## src/rtl/fp_dispatch_rob.sv

```systemverilog
// Dispatches FP operations to single-issue execution units and returns their
// results in acceptance order through a small reorder buffer.
module fp_dispatch_rob #(
  parameter int DATA_W    = 32,
  parameter int NUM_UNITS = 3,
  parameter int ROB_DEPTH = 4
) (
  input  logic                          clk,
  input  logic                          n_rst,
  input  logic                          in_valid,
  output logic                          in_ready,
  input  logic [DATA_W-1:0]             op1,
  input  logic [DATA_W-1:0]             op2,
  input  logic [2:0]                    op_sel,
  output logic [NUM_UNITS-1:0]          unit_start,
  output logic [DATA_W-1:0]             unit_op1,
  output logic [DATA_W-1:0]             unit_op2,
  input  logic [NUM_UNITS-1:0]          unit_done,
  input  logic [NUM_UNITS*DATA_W-1:0]   unit_result,
  input  logic [NUM_UNITS-1:0]          unit_overflow,
  output logic                          out_valid,
  input  logic                          out_ready,
  output logic [DATA_W-1:0]             result,
  output logic                          overflow,
  output logic                          illegal,
  output logic [$clog2(ROB_DEPTH):0]    occupancy
);

  localparam int AW = $clog2(ROB_DEPTH);
  localparam logic [AW:0] DEPTH_C = ROB_DEPTH[AW:0];

  logic [AW-1:0]        head, tail;
  logic [ROB_DEPTH-1:0] complete, complete_nxt;
  logic [NUM_UNITS-1:0] outstanding;
  logic [AW-1:0]        unit_tag [NUM_UNITS];
  logic [DATA_W-1:0]    rob_result [ROB_DEPTH];
  logic [ROB_DEPTH-1:0] rob_ovf, rob_ill;

  logic [NUM_UNITS-1:0] sel_onehot, done_hit;
  logic                 sel_legal, push, pop;

  // Decode: op_sel values beyond the attached units select nothing and are illegal
  always_comb begin
    sel_onehot = '0;
    for (int k = 0; k < NUM_UNITS; k++)
      sel_onehot[k] = (32'(op_sel) == 32'(k));
  end

  assign sel_legal = |sel_onehot;
  assign in_ready  = (occupancy < DEPTH_C) && (!sel_legal || ~|(outstanding & sel_onehot));
  assign push      = in_valid & in_ready;
  assign pop       = out_valid & out_ready;
  assign done_hit  = unit_done & outstanding;

  assign out_valid = complete[head];
  assign result    = out_valid ? rob_result[head] : '0;
  assign overflow  = out_valid & rob_ovf[head];
  assign illegal   = out_valid & rob_ill[head];

  always_comb begin
    complete_nxt = complete;
    if (pop)
      complete_nxt[head] = 1'b0;
    if (push && !sel_legal)
      complete_nxt[tail] = 1'b1;
    for (int k = 0; k < NUM_UNITS; k++)
      if (done_hit[k])
        complete_nxt[unit_tag[k]] = 1'b1;
  end

  // Control state: pointers, occupancy, issue bookkeeping and unit handshake
  always_ff @(posedge clk or negedge n_rst) begin
    if (!n_rst) begin
      head        <= '0;
      tail        <= '0;
      occupancy   <= '0;
      complete    <= '0;
      outstanding <= '0;
      unit_start  <= '0;
      unit_op1    <= '0;
      unit_op2    <= '0;
    end else begin
      if (push)
        tail <= tail + 1'b1;
      if (pop)
        head <= head + 1'b1;
      case ({push, pop})
        2'b10:   occupancy <= occupancy + 1'b1;
        2'b01:   occupancy <= occupancy - 1'b1;
        default: occupancy <= occupancy;
      endcase
      complete    <= complete_nxt;
      outstanding <= (outstanding & ~done_hit) | ((push && sel_legal) ? sel_onehot : '0);
      unit_start  <= (push && sel_legal) ? sel_onehot : '0;
      if (push) begin
        unit_op1 <= op1;
        unit_op2 <= op2;
      end
    end
  end

  // Entry payload and per-unit tags; only ever read when qualified by control state
  always_ff @(posedge clk) begin
    if (push) begin
      rob_result[tail] <= '0;
      rob_ovf[tail]    <= 1'b0;
      rob_ill[tail]    <= !sel_legal;
    end
    for (int k = 0; k < NUM_UNITS; k++) begin
      if (push && sel_onehot[k])
        unit_tag[k] <= tail;
      if (done_hit[k]) begin
        rob_result[unit_tag[k]] <= unit_result[k*DATA_W +: DATA_W];
        rob_ovf[unit_tag[k]]    <= unit_overflow[k];
      end
    end
  end

endmodule

```

## config.mk

```make
export PLATFORM = sky130hd
export DESIGN_NAME = fp_dispatch_rob
export DESIGN_NICKNAME = d
export VERILOG_FILES = /design/src/rtl/fp_dispatch_rob.sv
export SDC_FILE = /design/constraint.sdc
export NUM_CORES = 1
export LEC_CHECK = 0
export ABC_CLOCK_PERIOD_IN_PS = 3300
export CAP_MARGIN = 20
export CORE_UTILIZATION = 51
export CTS_CLUSTER_DIAMETER = 60
export CTS_CLUSTER_SIZE = 14
export DETAILED_ROUTE_END_ITERATION = 16
export GPL_ROUTABILITY_DRIVEN = 1
export PLACE_DENSITY_LB_ADDON = 0.05
export REMOVE_ABC_BUFFERS = 1
export SLEW_MARGIN = 40
export SYNTH_ARGS = -nofsm -noshare
export SYNTH_HDL_FRONTEND = slang
export SYNTH_SLANG_ARGS = --single-unit
```

## constraint.sdc

```tcl
create_clock -name clk -period 3.3 [get_ports clk]
set_input_delay 0.99 -clock clk [delete_from_list [all_inputs] [get_ports clk]]
set_output_delay 0.99 -clock clk [all_outputs]
set_load 0.1 [all_outputs]
```

==> results.txt, run 1 <==
The worst setup margin came out at 0.0783 ns. In this run, synthesis inferred 138 flip-flops with an integrated enable. The static leakage came out at 5.86 nW.

The pin count of the biggest net entering global routing is 82. The complex-gate fraction of the synthesized area is 8.60%. The multiplexer area fraction after synthesis is 13.2%. The startpoint class of the critical path is a primary input.

The critical path starts at op_sel[0]. The remaining max-slew budget at the tightest pin is 61.7%. The synthesized netlist devotes 1.13% of its cell area to adder and majority cells. TritonCTS created 20 clock buffers. In this run the cell area measured after placement is 15200 um^2.

The number of nets still failing antenna checks after routing is 0. The number of antenna violations at the first check in global routing came to 2. For this run, the share of the core covered by cells in the final layout is 70.5%. The parity-gate share of the synthesized area counting xor and xnor cells is 0.299%. For the worst setup path, the data required time is 2.31 ns. Summing all non-filler instances in the final layout gives an area of 15900 um^2. The most common cell in the synthesized netlist is nand2_1. Input and output buffers added on the ports amount to 278. By area the synthesized netlist is led by edfxtp_1 (35%), dfrtp_1 (17%), a31oi_1 (6.9%). The detailed router finished its first iteration with 1113 violations. The worst setup path is captured at an output port. The average vias per placed instance came out at 6.24. The tree is rooted in a clkbuf_16. The biggest area consumer among synthesized cells is edfxtp_1.

The total grt overflow came out at 0. The worst-case clock buffer depth is 3. The clock sink total came out at 223. The worst hold slack came out at 0.505 ns. The count of warnings emitted by yosys is 0. The arrival time of data at the critical path endpoint came out at 2.23 ns. The number of placement rows came out at 55. Summing every instance area after synthesis gives 11700 um^2. The number of detailed-route iterations in the first pass is 8. The proportion of synthesized flip-flops having asynchronous set or reset is 36.3%. The via count of the first global-routing pass is 10.4k. On the final layout, the worst clock skew is 0.0196 ns. The number of setup violations in the final report is 0. Summed over its instances, the top area cell type makes up 35.3% of the synthesized netlist area. The maximum ir drop on the vdd rail is 0.00112 V. The post-synthesis simple-gate area fraction came out at 19.2%.

Summed over all layers, the routed wires come to 36600 um. The startpoint identified for the worst register-to-register timing path is head[0]. After clock tree synthesis, the clock-pin slew on the worst setup and hold paths is 0.06 ns. The cell count after synthesis is 1089. For this design the ratio of total power to cell area is 1130 nW/um^2. The flow ran to the end, and the final reports show no timing, DRC or antenna violations. During I/O placement, the number of pins put on the boundary was 279.

The start-to-end type of the worst setup path is in2out. The final number of hold-violating endpoints was 0. The first global-routing pass estimated 57000 um of wire.

The startpoint identified for the worst hold timing path is unit_op1[15]. In this run, post-CTS hold repair placed 0 buffers. The sequential fraction of the synthesis area came out at 53.3%. For this run, the total global-route usage over all layers was measured as 31.3%. The H-tree level count is 1.

By area, the combinational part of the netlist is dominated by simple AND/OR/NAND/NOR gates. The average instance in the mapped netlist occupies 10.8 um^2. Of the available clock period, the critical path in the final layout requires 97.6%. Setup repair after global routing left no endpoint under its margin.

In this run the horizontal extent of the chip is 154 um. The DRC violation count after routing came out at 0. Routability-driven placement finished with a final weighted congestion of 0.831. The die height is 154 um. TritonCTS built the clock tree. The area enclosed by the die boundary came out at 23600 um^2.

The starting density of the core came out at 52.0%. The area of the core is 22600 um^2. The final net count came out at 1520.

The routed design could run at a clock period as short as 3.22 ns. The average detailed-routed wire length per instance is 22.3 um. Once detailed placement completed, the half-perimeter wirelength came to 22300 um. The tool flagged a number of max-cap violations equal to 0. The source-to-sink clock delay at the later pin of the worst-skew pair is 0.50 ns. The area growth from synthesis to layout is 35.7%.

The fraction of final layout cells with drive strength greater than 1 came out at 21.8%. Counting instances in the post-synthesis netlist gives the leading cell types as nand2_1 (144), edfxtp_1 (138), nand3_1 (132), nor2_1 (130), a31oi_1 (129). The number of library cell types mapped by synthesis is 53. For the pin with the worst max-slew slack, the measured transition is 0.574 ns. The post-placement worst setup slack is 0.0176 ns. For this run, the leading register cell type out of synthesis is edfxtp_1.

The min-delay analysis places its worst path in the category reg2reg. The number of vias after detailed routing came out at 10.2k. The number of flip-flops and latches in the synthesized netlist came out at 223. Derived from the worst setup path, the maximum achievable clock frequency is 310 MHz. In this run the worst path has a maximum fanout of 2. The max-slew violation count came to 0.
[worst max-delay path, cell delays in order]
cell	delay, ns
clkdlybuf4s50_1	0.50
mux2i_2	0.22
o21ai_0	0.12
a21oi_2	0.19
buf_12	0.19
[cell families after synthesis]
family | after synthesis
xor+xnor | 4
flops | 223
fa+ha+maj | 10
buf+inv | 112
mux | 102
compound gates | 157
simple gates | 481
[routing by layer]
metal | vias up | routed length [um] | track usage [%]
met1 | 4888 | 13400 | 38.5
met5 | - | 12 | 0
met2 | 712 | 17900 | 53.7
li1 | 4506 | - | -
met4 | 2 | 1180 | 11.8
met3 | 109 | 4020 | 7.05
[cell usage in the layout (no fill, tap or decap), types with 6 or more instances in the layout]
cell and n:
ha_1 9, nand2_1 144, clkbuf_16 22, edfxtp_1 138, nor2_1 129, mux4_2 36
and2_1 38, buf_12 54, nand3_1 132, clkbuf_1 12, mux2_2 65, dfrtp_1 79
buf_4 95, clkdlybuf4s50_1 171, a31oi_1 129, inv_1 13, o21ai_0 6
[report_power, final]
group          internal, mW  leakage (nW)  switching [mW]
clock network          1.26         0.293            1.01
logic                  3.55          3.33            7.97
registers              3.80          2.24           0.457
[flip-flops by register name, indices dropped and copies added, names as in the netlist]
signal       flops
rob_ill          4
tail             2
rob_result     128
unit_op2        32
complete         4
rob_ovf          4
unit_start       3
head             2
occupancy        3
unit_tag         6
unit_op1        32
outstanding      3
[per-stage QoR]
step	power (mW)	setup TNS, ns	instances
final	18.1	0	1637
after global routing	18.6	0	1637
after CTS	18.0	0	1634
after detailed placement	15.6	0	1597
after global placement	15.6	0	1597
after floorplan	12.0	-189.41	991
[final timing paths]
path | endpoint | slack [ns] | cells after the start
max in group asynchronous | unit_op2[10] | 2.44 | 2
worst max-delay path | in_ready | 0.08 | 5
worst max register to register | occupancy[2] | 0.52 | 7
worst min-delay path | unit_op1[15] | 0.50 | 1
worst min register to register | unit_op1[15] | 0.50 | 1
min in group asynchronous | complete[2] | 0.51 | 2
[timing repair]
item / in CTS / in global routing
gates cloned: 1 / 1
pin swaps: 0 / 1
gates resized for setup: 3 / 1
setup buffers: 0 / 1
endpoints found under the setup margin: 34 / 21
[cell type report]
type                            count  area [um^2]
Sequential cell                   223         6250
Inverter                           14         57.6
Antenna cell                        1         2.50
Clock buffer                       33          571
Clock inverter                      3         42.5
Timing Repair Buffer              323         3570
Tap cell                          285          357
Fill cell                        1624         6660
Multi-Input combinational cell    755         5060
No activity file was read; power rests on OpenSTA's default activity.
==> run 2, diff against run 1 <==
--- a/config.mk
+++ b/config.mk
@@ -12,6 +12,7 @@
 export CTS_CLUSTER_SIZE = 14
 export DETAILED_ROUTE_END_ITERATION = 16
 export GPL_ROUTABILITY_DRIVEN = 1
+export GPL_TIMING_DRIVEN = 0
 export PLACE_DENSITY_LB_ADDON = 0.05
 export REMOVE_ABC_BUFFERS = 1
 export SLEW_MARGIN = 40
==> results.txt, run 2 (synthesized netlist as in run 1, its figures left out) <==
The clock tree from TritonCTS is done. The number of filler instances in the final layout is 1634. STA classifies the critical path startpoint as a register. Derived from the worst setup path, the maximum achievable clock frequency is 306 MHz. The number of violations reported at the end of detailed-routing iteration 0 came out at 1019. The number of antenna violations at the first check in global routing is 1. The clock network accounts for 14.4% of the total power. The source-to-sink clock delay at the later pin of the worst-skew pair came out at 0.52 ns. In this run the tightest slew margin relative to its limit is 60.0%. The final number of hold-violating endpoints came out at 0. Clock-pin slew was measured on the worst setup and hold paths at 0.07 ns.

For this run, the total global-route usage over all layers was measured as 32.1%. Sequential cells account for 24.9% of the total power. The region available for standard cell placement spans 22600 um^2.

The clock sink total is 223. More flip-flops sit in one register than any other, and that register is rob_result. In the layout the commonest cells are clkdlybuf4s50_1 (168), nand2_1 (144), edfxtp_1 (138), nand3_1 (132). The net switching power came out at 9.34 mW. The final layout contains routed wiring with a total length of 37900 um.

The largest registers in the layout are rob_result x128, unit_op1 x32, unit_op2 x32. The pin count of the biggest net entering global routing came out at 72. The power density over the cells is 1080 nW/um^2. The post-placement worst setup slack came out at -0.709 ns. The multi-input logic area is 5080 um^2. The final clock skew is 0.0112 ns. The average detailed-routed wire length per instance is 22.8 um. CTS placed an instance of clkbuf_16 at the clock tree root. The area enclosed by the die boundary came out at 23600 um^2. The number of detailed-route iterations in the first pass came out at 6.

Detailed placement ended at an HPWL of 25500 um. The flip-flop count of the largest register, all copies and words added came out at 128. The tightest min-delay check is of the in2async type. The static leakage came out at 5.87 nW. The maximum ir drop on the vdd rail came out at 0.00100 V. Setup repair after global routing could not meet its margin everywhere. Per report_power, the combinational group accounts for 60.7% of the total. The clock passes through at most 3 buffers. The die height came out at 154 um.

The flow ran to the end, and the final reports show no timing, DRC or antenna violations. The nature of the critical path endpoint is an output port. The global placement routability congestion came out at 0.815. The total clock buffers created by CTS came out at 21. The floorplan step set the die width to 154 um. The period utilization came out at 99.1%. The DRC violation count after routing is 0. The starting density of the core is 52.0%.

CTS built an H-tree with a depth of 1. Registers take 6260 um^2. The number of nets still failing antenna checks after routing is 0. Of all nets on the critical path, the largest fanout is 8. The count of pins on the block boundary is 279. Net switching is 54.9% of the power. The number of maximum-capacitance violations is 0. The arrival time of data at the critical path endpoint is 2.28 ns.

The total grt overflow is 0. The area growth from synthesis to layout is 33.9%. Total power for the finished layout comes to 17.0 mW. The pin slew with the least headroom to its limit came out at 0.599 ns. The first global-routing pass estimated 58200 um of wire.

The max-slew violation count came out at 0. The internal power of the cells totals 7.68 mW. The number of placement rows is 55.

The library cell used most frequently in the layout, excluding fill and tap cells, is clkdlybuf4s50_1. The number of setup violations in the final report came out at 0. The average vias per placed instance is 6.24. The clock period minus final worst setup slack came out at 3.27 ns.

The worst setup margin is 0.0301 ns. The hold buffer count at cts came out at 0. At the worst endpoint, the required time is 2.31 ns. The via count of the first global-routing pass is 10.5k. The number of buffer cells added on primary ports is 278. The critical path in this run is classified as reg2out. The final net count is 1546. The fraction of final layout cells with drive strength greater than 1 is 23.8%. The number of vias after detailed routing is 10.4k.
## run 2: layout make-up
cell class | count | share of cell area [%]
flip-flops and latches | 223 | 39.8
multi-input cells | 755 | 32.4
repair buffers | 348 | 20.8
clock buffers | 33 | 3.90
well taps | 285 | 2.27
inverters | 14 | 0.422
clock inverters | 5 | 0.374
diodes | 1 | 0.0159
## run 2: critical path, stage by stage, from the launching register on
cell and delay [ns]:
dfrtp_4 0.54, buf_4 0.25, mux4_2 0.50, and2_1 0.18
clkbuf_4 0.28
## run 2: final timing paths
| path | startpoint | end | slack [ns] | cells past startpoint |
|---|---|---|---|---|
| min in group clk | unit_op2[0] | unit_op2[0] | 0.50 | 1 |
| worst min register to register | unit_op2[0] | unit_op2[0] | 0.50 | 1 |
| worst max register to register | head[0] | occupancy[2] | 0.45 | 9 |
| max in group asynchronous | n_rst | head[0] | 2.41 | 2 |
| worst max-delay path | head[0] | result[18] | 0.03 | 4 |
| worst min-delay path | n_rst | unit_op2[5] | 0.33 | 1 |
## run 2: timing repair
action	in CTS	in global routing
resized for setup	8	70
pin swaps	0	0
buffers inserted	6	0
cloned	1	1
setup endpoints to repair	38	28
## run 2: per-stage QoR
stage,utilization (%),instance area [um^2],hold slack [ns],setup TNS [ns],cells
after floorplan,-,11300,0.474,-189.41,991
after global placement,63.9,14400,0.486,-1100.00,1554
after detailed placement,65.3,14700,0.487,-29.52,1617
after CTS,68.8,15500,0.326,0,1662
after global routing,69.6,15700,0.338,-0.0362,1664
final,69.6,15700,0.326,0,1664
## run 2: power by group through the flow
stage | Clock, mW | Sequential (mW) | Combinational, mW
detailed placement | 0 | 4.28 | 9.70
finish | 2.44 | 4.24 | 10.3
floorplan | 0 | 7.40 | 4.58
global route | 2.57 | 4.33 | 10.6
global placement | 0 | 4.43 | 10.2
CTS | 2.47 | 4.22 | 9.96
## run 2: routing by layer
metal / vias up / GRT usage (%) / share of wire (%)
met3: 128 / 8.06 / 13
met2: 815 / 52.3 / 48
met1: 4881 / 40.4 / 36
li1: 4565 / - / -
met4: 0 / 14.9 / 3.7
met5: - / 0 / 0
==> run 3, diff against run 2 <==
--- a/config.mk
+++ b/config.mk
@@ -6,7 +6,7 @@
 export NUM_CORES = 1
 export LEC_CHECK = 0
 export ABC_CLOCK_PERIOD_IN_PS = 3300
-export CAP_MARGIN = 20
+export CORE_ASPECT_RATIO = 1.1
 export CORE_UTILIZATION = 51
 export CTS_CLUSTER_DIAMETER = 60
 export CTS_CLUSTER_SIZE = 14
@@ -14,6 +14,7 @@
 export GPL_ROUTABILITY_DRIVEN = 1
 export GPL_TIMING_DRIVEN = 0
 export PLACE_DENSITY_LB_ADDON = 0.05
+export RECOVER_POWER = 50
 export REMOVE_ABC_BUFFERS = 1
 export SLEW_MARGIN = 40
 export SYNTH_ARGS = -nofsm -noshare
==> results.txt, run 3 (synthesized netlist as in run 1, its figures left out) <==
Using the TritonRoute via totals, the vias-per-cell ratio works out to 6.22. The number of setup violations in the final report came out at 0. The clock tree from TritonCTS is done. Of all nets on the critical path, the largest fanout is 9. Entering global routing, the biggest net connects 52 pins.

Dividing the final minimum period by the clock period gives 98.3%. The register with the most flip-flops in the final layout is rob_result. The number of antenna violations at the first check in global routing is 0. The number of vias after detailed routing is 10.4k. The via count of the first global-routing pass came to 10.6k. The average detailed-routed wire length per instance came out at 22.7 um. In the global route stage, overall resource usage came out at 32.0%. At the pin with the least slew margin, the transition time is 1.80 ns. The width of the chip came out at 147 um. The number of violations reported at the end of detailed-routing iteration 0 came out at 1111. The first-pass GRT wire length came out at 57700 um. The count of pins on the block boundary is 279. STA classifies the critical path endpoint as an output port.

The antenna diode count is 0. The final clock skew came out at 0.0174 ns. The clock sink total came out at 223. The worst setup path is launched from a register.

The required time at the worst-slack endpoint came out at 2.31 ns. The H-tree level count is 1. The root buffer cell chosen for the clock tree is clkbuf_16.

The flip-flop count of the largest register, all copies and words added came out at 128. For this design the ratio of total power to cell area is 1070 nW/um^2. The final total power is 16.5 mW. The largest registers in the layout are rob_result x128, unit_op1 x32, unit_op2 x32.

Leaving out filler cells and counting taps, the final layout contains 1669. Setup repair after global routing left no endpoint under its margin. The arrival time of data at the critical path endpoint came out at 2.25 ns. The met2 capacity usage during global routing came out at 52.8%. The die covers 23600 um^2. IR analysis of the VDD net gives a maximum drop of 0.000937 V. The worst-case clock buffer depth came out at 3. The checks that failed: max-capacitance violations, max-slew violations.

In this run the most used layer during global routing was met2. Once the floorplan was initialized, standard cells occupied 52.5% of the core. The number of maximum-capacitance violations came out at 1.

Hold repair after CTS inserted 0 buffers. In this run the vertical extent of the chip is 161 um. The remaining max-slew budget at the tightest pin is -19.9%.

The total routed wirelength came out at 37900 um. The post-route setup TNS came out at 0 ns. Cells with a size suffix above 1 make up 17.7% of the layout.

The total instance count after detailed placement is 1628. The start-to-end type of the worst setup path is reg2out. The total clock buffers created by CTS came out at 20. The number of nets still failing antenna checks after routing came out at 0. The highest clock frequency the design can meet came out at 308 MHz. The clock period minus final worst setup slack came out at 3.24 ns. The post-placement worst setup slack is -0.750 ns. The global placement routability congestion came out at 0.801. The flow ran to the end, but the final reports show violations. In the layout the commonest cells are clkdlybuf4s50_1 (165), nand2_1 (144), edfxtp_1 (138), nand3_1 (132). The number of placement rows came out at 57. Leaving out fill and tap cells, the most frequent cell in the layout is clkdlybuf4s50_1.

Clock-pin slew was measured on the worst setup and hold paths at 0.06 ns. The worst hold path belongs to the class reg2reg. The static leakage is 5.58 nW. For this run, design rule violations remaining after detail routing come to 0. The total overflow left after global routing is 0.

Relative to the synthesized area, the layout overhead comes to 31.3%. The detailed-placement wirelength estimate came out at 25900 um. The met1 layer usage reported by global route came out at 38.7%. The met3 track utilization from global routing is 7.40%.

The utilization after layout is 69.0%. The number of detailed-route iterations in the first pass came out at 12. The source-to-sink clock delay at the later pin of the worst-skew pair is 0.51 ns. In the final design database the tool counted 1545 nets. The worst hold slack is 0.504 ns. The cell area after placement is 14800 um^2. The worst path meets setup with 0.0563 ns of slack. The finished cells cover 15400 um^2. The final number of hold-violating endpoints is 0. Buffers placed on the I/O ports in this run total 278. The core region is 22300 um^2. The max-slew violation count came out at 31.
-- run 3: cell count changes in the layout (fill, tap and decap cells not counted), moves of 3 or more --
cell and change:
dlygate4sd3_1 +3, buf_8 +3, clkbuf_1 +78, buf_2 -74, buf_6 -18, and2_0 +3, clkdlybuf4s50_1 -3, buf_4 +14
and2_1 -3
-- run 3: layer usage --
metal  vias to the layer above  wire length, um
met5                         -                0
met4                         0             1800
met3                       166             4720
met2                       745            18300
met1                      4930            13000
li1                       4546                -
-- run 3: area by class of cell --
| type | instances | area [um^2] |
|---|---|---|
| tap | 295 | 369 |
| timing repair inverter | 1 | 8.76 |
| clock buffer | 32 | 567 |
| timing repair buffer | 347 | 3070 |
| clock inverter | 2 | 17.5 |
| multi-input combinational | 755 | 5030 |
| sequential | 223 | 6260 |
| inverter | 14 | 78.8 |
| fill | 1655 | 6920 |
-- run 3: power by group --
part / total, mW / leakage [nW] / internal (mW) / switching [mW]
combinational: 10.1 / 3.06 / 2.26 / 7.80
clock: 2.22 / 0.280 / 1.18 / 1.03
sequential: 4.23 / 2.24 / 3.81 / 0.419
-- run 3: path summary, 6_finish.rpt --
kind | cells past startpoint | from | slack, ns | endpoint
worst max-delay path | 4 | head[0] | 0.06 | result[26]
worst min-delay path | 1 | unit_op1[5] | 0.50 | unit_op1[5]
worst max register to register | 9 | head[1] | 0.47 | occupancy[2]
worst min register to register | 1 | unit_op1[5] | 0.50 | unit_op1[5]
max in group asynchronous | 1 | n_rst | 1.06 | head[1]
min in group asynchronous | 1 | n_rst | 0.96 | unit_op1[22]
-- run 3: worst max-delay path, stage by stage (launching register included) --
cell and delay [ns]:
dfrtp_4 0.50, buf_4 0.27, mux4_2 0.53, and2_1 0.17, clkbuf_4 0.27
-- run 3: repair_timing --
item,4_1_cts,5_1_grt
gates resized for setup,35,14
buffers inserted,4,1
endpoints found under the setup margin,38,34
cloned,2,0
